## config.mk

```make
export PLATFORM = sky130hd
export DESIGN_NAME = lifo_stack
export DESIGN_NICKNAME = d
export VERILOG_FILES = /design/src/rtl/lifo_stack.sv
export SDC_FILE = /design/constraint.sdc
export NUM_CORES = 1
export LEC_CHECK = 0
export BUFFER_PORTS_ARGS = -buffer_cell sky130_fd_sc_hd__buf_4
export CORE_MARGIN = 2
export CORE_UTILIZATION = 39
export CTS_CLUSTER_DIAMETER = 60
export DETAILED_ROUTE_END_ITERATION = 6
export PLACE_DENSITY_LB_ADDON = 0.1
export SYNTH_ARGS = -nofsm -noshare
export SYNTH_HDL_FRONTEND = slang
export SYNTH_SLANG_ARGS = --single-unit
```

## constraint.sdc

```tcl
create_clock -name CLK -period 3.8 [get_ports CLK]
set_input_delay 0.38 -clock CLK [delete_from_list [all_inputs] [get_ports CLK]]
set_output_delay 0.38 -clock CLK [all_outputs]
set_load 0.005 [all_outputs]
```

## src/rtl/lifo_stack.sv

```systemverilog
// lifo_stack: parametrised register-array LIFO with strobe/ack push and pop.
// Define LIFO_STACK_ERR_EN to build the sticky OVF/UNF error flags.
module lifo_stack #(
  parameter int WIDTH = 32,
  parameter int DEPTH = 16,
  parameter int CNT_W = 5
) (
  input  logic             CLK,
  input  logic             RST,
  input  logic             CLR,
  input  logic             PUSH_STB,
  input  logic [WIDTH-1:0] PUSH_DAT,
  output logic             PUSH_ACK,
  input  logic             POP_STB,
  output logic [WIDTH-1:0] POP_DAT,
  output logic             POP_ACK,
  output logic             FULL,
  output logic             EMPTY,
  output logic [CNT_W-1:0] LEVEL,
  output logic             OVF,
  output logic             UNF
);

  localparam int IDX_W = (DEPTH > 1) ? $clog2(DEPTH) : 1;
  localparam logic [CNT_W-1:0] LP_FULL = CNT_W'(DEPTH);

  logic [WIDTH-1:0] r_mem [DEPTH];
  logic [CNT_W-1:0] r_sp;
  logic             r_push_ack;
  logic             r_pop_ack;
  logic [WIDTH-1:0] r_pop_dat;

  logic             w_full;
  logic             w_empty;
  logic             w_push_ok;
  logic             w_pop_ok;
  logic [CNT_W-1:0] w_top;
  logic [IDX_W-1:0] w_rd_idx;
  logic [IDX_W-1:0] w_wr_idx;

  assign w_full    = (r_sp == LP_FULL);
  assign w_empty   = (r_sp == '0);
  assign w_pop_ok  = POP_STB & ~CLR & ~w_empty;
  // a pop in the same cycle frees the top slot, so push is fine even when full
  assign w_push_ok = PUSH_STB & ~CLR & (~w_full | w_pop_ok);
  assign w_top     = r_sp - CNT_W'(1);
  assign w_rd_idx  = w_top[IDX_W-1:0];
  assign w_wr_idx  = w_pop_ok ? w_rd_idx : r_sp[IDX_W-1:0];

  always_ff @(posedge CLK) begin
    if (w_push_ok) r_mem[w_wr_idx] <= PUSH_DAT;
  end

  always_ff @(posedge CLK or negedge RST) begin
    if (!RST) begin
      r_sp       <= '0;
      r_push_ack <= 1'b0;
      r_pop_ack  <= 1'b0;
      r_pop_dat  <= '0;
    end else begin
      r_push_ack <= w_push_ok;
      r_pop_ack  <= w_pop_ok;
      if (w_pop_ok) r_pop_dat <= r_mem[w_rd_idx];
      if (CLR) r_sp <= '0;
      else if (w_push_ok & ~w_pop_ok) r_sp <= r_sp + CNT_W'(1);
      else if (w_pop_ok & ~w_push_ok) r_sp <= w_top;
    end
  end

`ifdef LIFO_STACK_ERR_EN
  logic r_ovf;
  logic r_unf;

  always_ff @(posedge CLK or negedge RST) begin
    if (!RST) begin
      r_ovf <= 1'b0;
      r_unf <= 1'b0;
    end else if (CLR) begin
      r_ovf <= 1'b0;
      r_unf <= 1'b0;
    end else begin
      if (PUSH_STB & ~POP_STB & w_full) r_ovf <= 1'b1;
      if (POP_STB & w_empty) r_unf <= 1'b1;
    end
  end

  assign OVF = r_ovf;
  assign UNF = r_unf;
`else
  assign OVF = 1'b0;
  assign UNF = 1'b0;
`endif

  assign PUSH_ACK = r_push_ack;
  assign POP_ACK  = r_pop_ack;
  assign POP_DAT  = r_pop_dat;
  assign FULL     = w_full;
  assign EMPTY    = w_empty;
  assign LEVEL    = r_sp;

endmodule

```

==> results of run 1 <==
[area by class of cell]
cell class	count	area [µm²]
sequential	551	16400
multi-input combinational	432	4620
inverter	5	18.8
timing repair buffer	117	1030
fill	4596	28800
tap	696	871
clock buffer	87	1680
clock inverter	22	251
[worst min path at each step]
| stage | endpoint | from | cells after the start | slack [ps] |
|---|---|---|---|---|
| 2_1_floorplan | LEVEL[0] | RST | 0 | 80 |
| 3_3_place_gp | POP_DAT[22] | POP_DAT[22] | 1 | 470 |
| 3_5_place_dp | POP_DAT[25] | POP_DAT[25] | 1 | 480 |
| 4_1_cts | r_mem[1][29] | PUSH_DAT[29] | 1 | 20 |
| 5_1_grt | r_mem[3][28] | PUSH_DAT[28] | 1 | 50 |
| 6_report | r_mem[3][28] | PUSH_DAT[28] | 1 | 70 |
[flip-flops by register name, summed over array words and instances, names as in the netlist]
| register | cells |
|---|---|
| r_mem | 512 |
| POP_ACK | 1 |
| POP_DAT | 32 |
| PUSH_ACK | 1 |
| LEVEL | 5 |
[metal layers]
layer / global-route usage / routed length [µm]
met2: 0.301 / 24700
met3: 0.0253 / 2080
met4: 0.0545 / 1140
met1: 0.250 / 22000
met5: 0 / 0
[cells in the final DEF, fill, tap and decap left out, types with 3 or more instances in the layout]
master	count
edfxtp_1	512
nand2_1	135
mux4_2	128
buf_4	104
a21oi_1	67
clkbuf_16	58
dfrtp_1	38
a211o_1	32
clkbuf_1	17
nor2_4	16
clkbuf_8	12
buf_12	12
clkinv_2	8
nor3_1	5
nand3_1	5
clkinv_1	5
inv_1	4
o21ai_0	4
bufinv_16	4
a31oi_1	3
nand3b_1	3
[where the power goes]
group	leakage (nW)	switching (mW)	total [mW]	internal (mW)
sequential	5.10	0.207	7.31	7.10
combinational	2.23	3.14	5.50	2.36
clock	0.947	2.35	5.69	3.33
[repair_timing]
action | in CTS | in global routing
hold buffers | 1 | 0
endpoints found under the setup margin | 0 | 0
hold endpoints to repair | 39 | 0
setup buffers | 0 | 0
[per-stage QoR]
step	setup slack, ps	power [mW]	TNS, ps	hold slack [ps]
final	321	18.5	0	65.6
after global routing	84.7	19.4	0	49.0
after CTS	247	18.8	0	24.1
after detailed placement	275	13.1	0	478
after global placement	357	13.1	0	472
after floorplan	-443	11.0	-177740	84.4
[cell families (layout without fill, tap and decap cells)]
family | Yosys count | count (layout) | synth area share
compound gates | 113 | 113 | 0.0341
fa+ha+maj | 3 | 3 | 0.00178
xor+xnor | 5 | 5 | 0.00208
simple gates | 179 | 179 | 0.0353
flops | 551 | 551 | 0.776
other cells | 1 | 2 | 0.000178
buf+inv | 61 | 231 | 0.0126
mux | 130 | 130 | 0.138
[worst reg2reg max path, stage by stage (launching register included)]
cell	delay, ps
dfrtp_4	490
inv_1	220
ha_4	180
or4b_1	530
nand2_2	140
inv_2	100
o21ai_1	200
nand3b_1	190
nor2_4	1010
==> reports/metrics.yaml, run 1 <==
power_and_ir_drop:
  leakage_nw: 8.28
  p_per_area_nw_per_um2: 745
  ir_worst_vdd_v: 0.000806
die:
  rows: 85
  dieArea_um2: 55900
  die_h_um: 236
  die_x_um: 236
  start_util: 0.393
  ios: 80
  core_area_um2: 53600
critical_path:
  r2r-start: "LEVEL[0]"
  path_buf_inv: 2
  end_kind: "flop"
  startpoint: "LEVEL[0]"
  cp.depth: 8
  arrival_ps: 3700
  cp_top_family: "simple AND/OR/NAND/NOR gates"
  crit_required_ps: 4020
  crit_end: "r_mem[6][17]"
  slowest_delay_ps: 1010
  start_kind: "flop"
  crit_fanout: 32
  critPathSlowestCell: "nor2_4"
  critPathKind: "reg -> reg"
  r2r_slack_ps: 320
  reg2reg_depth: 8
  reg2reg_to: "r_mem[6][17]"
  crit_chain: "inv_1, ha_4, or4b_1, nand2_2, inv_2, o21ai_1, nand3b_1, nor2_4"
synth:
  async_flop_share: 0.0708
  synth_area_per_cell_um2: 20.2
  synth-seq-cells: 551
  yosys-top-cells-area: "edfxtp_1, mux4_2, dfrtp_1, nand2_1, a21oi_1"
  synth_top_area_cell: "edfxtp_1"
  mappedNetlistArea_um2: 21100
  ys_seq_area_frac: 0.776
  synth_top_area_frac: 0.730
  synth_most_common_cell: "edfxtp_1"
  yosys_warnings: 0
  netlist_instances: 1043
  synth_common_cells: "edfxtp_1, nand2_1, mux4_2"
  synth_cell_type_count: 41
  synth-main-ff-cell: "edfxtp_1"
  synth-edff-count: 512
sta:
  setup_viol: 0
  rsz0062_at_grt: "false"
  worst_slew_pin_slew_ps: 1290
  period_share: 0.916
  slew_headroom: 0.140
  skew_ps: 20.6
  fmax_ghz: 0.287
  hold_viol: 0
  min_period_ps: 3480
  slew_viol_final: 0
clock_network:
  numCtsBuffers: 58
  cts_sinks: 551
  htreeDepth: 2
  clk_path_buf_depth: 3
  tritoncts: "done"
  clk_pin_slew_worst_paths_ps: 60
  clk_latency_ps: 630
  clock-root-buffer: "clkbuf_16"
  cts_resized: 0
hold_path:
  hp-class: "in -> reg"
global_routing:
  grt_pass1_wl_um: 74200
  antenna_found_initial: 0
  grt-ovfl-total: 0
  first_global_vias: 10974
  grt_max_degree: 119
  track_usage: 0.181
cells_and_area:
  final_layout_size_suffix_gt1_frac: 0.296
  fin_util: 0.463
  stdcell_area_um2: 24800
  area_growth_pct: 17.8
  nets: 1205
  instances_no_fill: 1910
  antenna_cells: 0
job:
  maxCapViolCount: 0
outcome:
  status: "completed"
drt:
  antenna_left: 0
  via_count: 10356
  wl_per_cell_um: 26.1
  drt-pass1-iter-count: 5
  drt_iter0_markers: 778
  drc: 0
  routed_wl_um: 49900
  vias_per_cell: 5.42
place:
  routabilityCongestion: 0.699
  dp_cells: 1800
  placed_area_um2: 22900
  portBuffers: 77
  dp_hpwl_um: 27900
Power figures use the tool's default switching activity.
==> run 2, diff against run 1 <==
--- a/config.mk
+++ b/config.mk
@@ -10,7 +10,9 @@
 export CORE_UTILIZATION = 39
 export CTS_CLUSTER_DIAMETER = 60
 export DETAILED_ROUTE_END_ITERATION = 6
-export PLACE_DENSITY_LB_ADDON = 0.1
+export PLACE_DENSITY = 0.67
+export RECOVER_POWER = 50
+export SLEW_MARGIN = 20
 export SYNTH_ARGS = -nofsm -noshare
 export SYNTH_HDL_FRONTEND = slang
 export SYNTH_SLANG_ARGS = --single-unit
==> run 2 against run 1 <==
Fmax is 0.27% higher. Clock skew shrank 2.3 ps. Highest routed layer unchanged. Sequential power barely moved. Power shrank 0.48%. Worst hold slack better by 59 ps.
==> reports/metrics.yaml, run 2 (synthesis gave the netlist of run 1 again) <==
job:
  maxCapViolCount: 0  # unchanged
global_routing:
  grt_max_degree: 119  # unchanged
  grt-ovfl-total: 0  # unchanged
  grt_pass1_wl_um: 69600  # was 74200 µm
  track_usage: 0.167  # was 0.181
  first_global_vias: 10785  # was 10974
  antenna_found_initial: 0  # unchanged
sta:
  fmax_ghz: 0.288  # was 0.287 GHz
  rsz0062_at_grt: "false"  # unchanged
  setup_tns_ps: 0  # unchanged
  hold_ws_ps: 125  # was 65.6 ps
  slew_headroom: 0.337  # was 0.140
  period_share: 0.913  # was 0.916
  slew_viol_final: 0  # unchanged
  skew_ps: 18.3  # was 20.6 ps
  setup_viol: 0  # unchanged
  min_period_ps: 3470  # was 3480 ps
  worst_slew_pin_slew_ps: 991  # was 1290 ps
  hold_viol: 0  # unchanged
cells_and_area:
  final_layout_size_suffix_gt1_frac: 0.272  # was 0.296
  nets: 1200  # was 1205
  largest_reg_flops: 512  # unchanged
  final_cell_mix: "edfxtp_1, nand2_1, mux4_2"  # unchanged
  antenna_cells: 0  # unchanged
  top_register: "r_mem"  # unchanged
  area_growth_pct: 17.2  # was 17.8%
  layout_commonest_cell: "edfxtp_1"  # unchanged
die:
  die_x_um: 236  # unchanged
  core_area_um2: 53600  # unchanged
  dieArea_um2: 55900  # unchanged
  start_util: 0.393  # unchanged
  die_h_um: 236  # unchanged
  rows: 85  # unchanged
  ios: 80  # unchanged
drt:
  antenna_left: 0  # unchanged
  drc: 0  # unchanged
  drt-pass1-iter-count: 5  # unchanged
  vias_per_cell: 5.48  # was 5.42
  wl_per_cell_um: 24.4  # was 26.1 µm
  via_count: 10421  # was 10356
  routed_wl_um: 46500  # was 49900 µm
  drt_iter0_markers: 929  # was 778
place:
  routabilityCongestion: 0.751  # was 0.699
  portBuffers: 77  # unchanged
  dp_hpwl_um: 26600  # was 27900 µm
critical_path:
  r2r_slack_ps: 330  # was 320 ps
  start_kind: "flop"  # unchanged
  end_kind: "flop"  # unchanged
  critPathKind: "reg -> reg"  # unchanged
  crit_required_ps: 4050  # was 4020 ps
  crit_fanout: 21  # was 32
  arrival_ps: 3720  # was 3700 ps
  reg2reg_depth: 9  # was 8
hold_path:
  min_path_cells: 3  # was 1
  hp-class: "in -> reg"  # unchanged
clock_network:
  clk_pin_slew_worst_paths_ps: 60  # about the same
  htreeDepth: 2  # unchanged
  numCtsBuffers: 55  # was 58
  clock-root-buffer: "clkbuf_16"  # unchanged
  clk_latency_ps: 610  # was 630 ps
  post_cts_buffers: 0  # unchanged
  cts_sinks: 551  # unchanged
  cts_resized: 0  # unchanged
  clk_path_buf_depth: 3  # unchanged
  tritoncts: "done"  # unchanged
  ctsHoldBuffers: 1  # unchanged
power_and_ir_drop:
  leakage_nw: 8.14  # was 8.28 nW
  ir_worst_vdd_v: 0.000615  # was 0.000806 V
  p_per_area_nw_per_um2: 745  # about the same
outcome:
  status: "completed"  # unchanged
run 2: changes by cell type in the layout (fill, tap and decap cells not counted), moves of 2 or more:
cell	delta
clkinv_2	+4
clkbuf_4	+19
clkbuf_8	-9
clkbuf_1	+23
clkinv_1	-2
inv_16	-2
clkinvlp_4	+4
clkbuf_16	-2
clkinv_4	+2
buf_4	-55
bufinv_16	+5
run 2: final timing paths:
kind | start | endpoint
max | LEVEL[1] | r_mem[6][16]
min | CLR | LEVEL[4]
max reg2reg | LEVEL[1] | r_mem[6][16]
min reg2reg | POP_DAT[20] | POP_DAT[20]
max in group asynchronous | RST | LEVEL[0]
min in group asynchronous | RST | POP_DAT[30]
run 2: stage by stage:
step	cell area (µm²)	utilization	setup slack, ps	cells	total power, mW
3_5_place_dp	22900	0.427	325	1798	12.9
2_1_floorplan	21100	-	-443	1044	11.0
6_report	24700	0.461	330	1901	18.4
4_1_cts	24800	0.463	317	1901	18.6
3_3_place_gp	22900	0.427	432	1798	12.9
5_1_grt	24700	0.461	115	1901	19.2
run 2: area by class of cell:
class                   count  area [µm²]
clock buffers              66        1470
clock inverters            36         458
fillers                  4433       28900
inverters                   5        18.8
multi-input cells         432        4620
flip-flops and latches    551       16400
well taps                 696         871
repair buffers            115         905
run 2: per-layer routing:
metal / vias to the layer above / GRT usage / part of all wire
met4: 0 / 0.0439 / 0.022
li1: 4467 / - / -
met3: 68 / 0.0315 / 0.055
met2: 348 / 0.280 / 0.50
met5: - / 0 / 0
met1: 5538 / 0.225 / 0.42
run 2: critical path, stage by stage (launching register included):
cell      delay, ps
dfrtp_1         480
inv_1           210
ha_4            170
or4b_1          540
nand2_2         110
inv_2            90
o21ai_1         230
nand3b_1        350
nor2_4          490
buf_4           420
run 2: report_power, final:
part,internal [mW],switching [mW]
clock network,3.39,2.31
registers,7.10,0.222
logic,2.36,3.02
==> run 3, diff against run 2 <==
--- a/config.mk
+++ b/config.mk
@@ -11,7 +11,7 @@
 export CTS_CLUSTER_DIAMETER = 60
 export DETAILED_ROUTE_END_ITERATION = 6
 export PLACE_DENSITY = 0.67
-export RECOVER_POWER = 50
+export RECOVER_POWER = 25
 export SLEW_MARGIN = 20
 export SYNTH_ARGS = -nofsm -noshare
 export SYNTH_HDL_FRONTEND = slang
==> run 3 against run 2 <==
Non-clock buffer count stayed put. Combinational power hardly changed. Cell count stayed put. Fmax is 0.25% lower. Critical endpoint unchanged. Highest routed layer unchanged. Critical path type unchanged. Count of clock-buffer cells in the layout stayed put.
==> reports/metrics.yaml, run 3 (synthesis gave the netlist of run 1 again) <==
critical_path:
  r2r-start: "LEVEL[1]"  # unchanged
  crit_end: "r_mem[6][16]"  # unchanged
  start_kind: "flop"  # unchanged
  end_kind: "flop"  # unchanged
  reg2reg_to: "r_mem[6][16]"  # unchanged
  arrival_ps: 3730  # was 3720 ps
  startpoint: "LEVEL[1]"  # unchanged
  reg2reg_depth: 9  # unchanged
  critPathKind: "reg -> reg"  # unchanged
  r2r_slack_ps: 320  # was 330 ps
  crit_required_ps: 4050  # about the same
  crit_fanout: 21  # unchanged
sta:
  worst_slew_pin_slew_ps: 990  # was 991 ps
  skew_ps: 18.5  # was 18.3 ps
  rsz0062_at_grt: "false"  # unchanged
  worst_slack_ps: 322  # was 330 ps
  min_period_ps: 3480  # was 3470 ps
  hold_viol: 0  # unchanged
  period_share: 0.915  # was 0.913
  slew_viol_final: 0  # unchanged
  setup_viol: 0  # unchanged
  slew_headroom: 0.340  # was 0.337
  fmax_ghz: 0.287  # was 0.288 GHz
clock_network:
  clk_latency_ps: 610  # about the same
  cts_sinks: 551  # unchanged
  numCtsBuffers: 55  # unchanged
  post_cts_buffers: 0  # unchanged
  tritoncts: "done"  # unchanged
  htreeDepth: 2  # unchanged
  clk_path_buf_depth: 3  # unchanged
  clk_pin_slew_worst_paths_ps: 70  # was 60 ps
  clock-root-buffer: "clkbuf_16"  # unchanged
  ctsHoldBuffers: 1  # unchanged
  cts_resized: 0  # unchanged
drt:
  antenna_left: 0  # unchanged
  drt-pass1-iter-count: 5  # unchanged
  via_count: 10446  # was 10421
  wl_per_cell_um: 24.4  # about the same
  drt_iter0_markers: 931  # was 929
  routed_wl_um: 46400  # was 46500 µm
  vias_per_cell: 5.50  # was 5.48
  drc: 0  # unchanged
place:
  post-place-ws_ps: 325  # unchanged
  dp_hpwl_um: 26600  # unchanged
  placed_area_um2: 22900  # unchanged
  dp_cells: 1798  # unchanged
  routabilityCongestion: 0.751  # unchanged
  portBuffers: 77  # unchanged
global_routing:
  grt_pass1_wl_um: 69600  # unchanged
  antenna_found_initial: 0  # unchanged
  grt_max_degree: 119  # unchanged
  track_usage: 0.167  # unchanged
  first_global_vias: 10785  # unchanged
  grt-ovfl-total: 0  # unchanged
die:
  core_area_um2: 53600  # unchanged
  dieArea_um2: 55900  # unchanged
  die_h_um: 236  # unchanged
  die_x_um: 236  # unchanged
  ios: 80  # unchanged
  start_util: 0.393  # unchanged
  rows: 85  # unchanged
cells_and_area:
  instances_no_fill: 1901  # unchanged
  final_layout_size_suffix_gt1_frac: 0.282  # was 0.272
  stdcell_area_um2: 24700  # about the same
  antenna_cells: 0  # unchanged
  layout_commonest_cell: "edfxtp_1"  # unchanged
  nets: 1200  # unchanged
  top_register: "r_mem"  # unchanged
  final_cell_mix: "edfxtp_1, nand2_1, mux4_2"  # unchanged
  largest_reg_flops: 512  # unchanged
  fin_util: 0.462  # was 0.461
  area_growth_pct: 17.4  # was 17.2%
power_and_ir_drop:
  p_per_area_nw_per_um2: 745  # about the same
  ir_worst_vdd_v: 0.000616  # was 0.000615 V
  leakage_nw: 8.19  # was 8.14 nW
outcome:
  status: "completed"  # unchanged
hold_path:
  hp-class: "in -> reg"  # unchanged
job:
  maxCapViolCount: 0  # unchanged
==> run 3: changes by cell type in the layout (fill, tap and decap cells not counted) <==
cell | previous run | this run
clkbuf_1 | 40 | 28
clkbuf_4 | 19 | 0
buf_4 | 49 | 80
==> run 3: cell type report <==
type                       count  area (µm²)
fill                        4423       28900
multi-input combinational    432        4620
clock buffer                  66        1470
inverter                       5        18.8
clock inverter                36         458
sequential                   551       16400
timing repair buffer         115         950
tap                          696         871
==> run 3: worst max-delay path, stage by stage, from the launching register on <==
cell,delay [ps]
dfrtp_1,480
inv_1,210
ha_4,170
or4b_1,540
nand2_2,110
inv_2,90
o21ai_1,220
nand3b_1,350
nor2_4,480
buf_4,430
==> run 3: layer usage <==
layer  global-route usage  part of all wire  vias to the layer above
met5                    0                 0                        -
met4               0.0439             0.020                        0
met3               0.0315             0.054                       64
met2                0.280              0.50                      333
met1                0.225              0.42                     5583
li1                     -                 -                     4466
==> run 3: where the power goes <==
group,internal [mW],leakage (nW),switching (mW)
clock,3.39,0.936,2.31
combinational,2.38,2.15,3.03
sequential,7.10,5.10,0.225
total,12.9,8.19,5.56
==> run 3: metrics by stage <==
step           hold slack (ps)  TNS [ps]  total power [mW]
6_report                   106         0              18.4
5_1_grt                    113         0              19.2
4_1_cts                   43.9         0              18.6
3_5_place_dp               481         0              12.9
3_3_place_gp               476         0              12.9
2_1_floorplan             84.4   -177740              11.0
==> run 3: worst min-delay path by stage <==
stage                       startpoint            end  cells after the start
after floorplan                    RST       LEVEL[0]                      0
after global placement             RST    POP_DAT[30]                      1
after detailed placement           RST    POP_DAT[30]                      1
after CTS                 PUSH_DAT[14]   r_mem[4][14]                      1
after global routing      PUSH_DAT[15]  r_mem[13][15]                      1
final                     PUSH_DAT[28]   r_mem[7][28]                      1
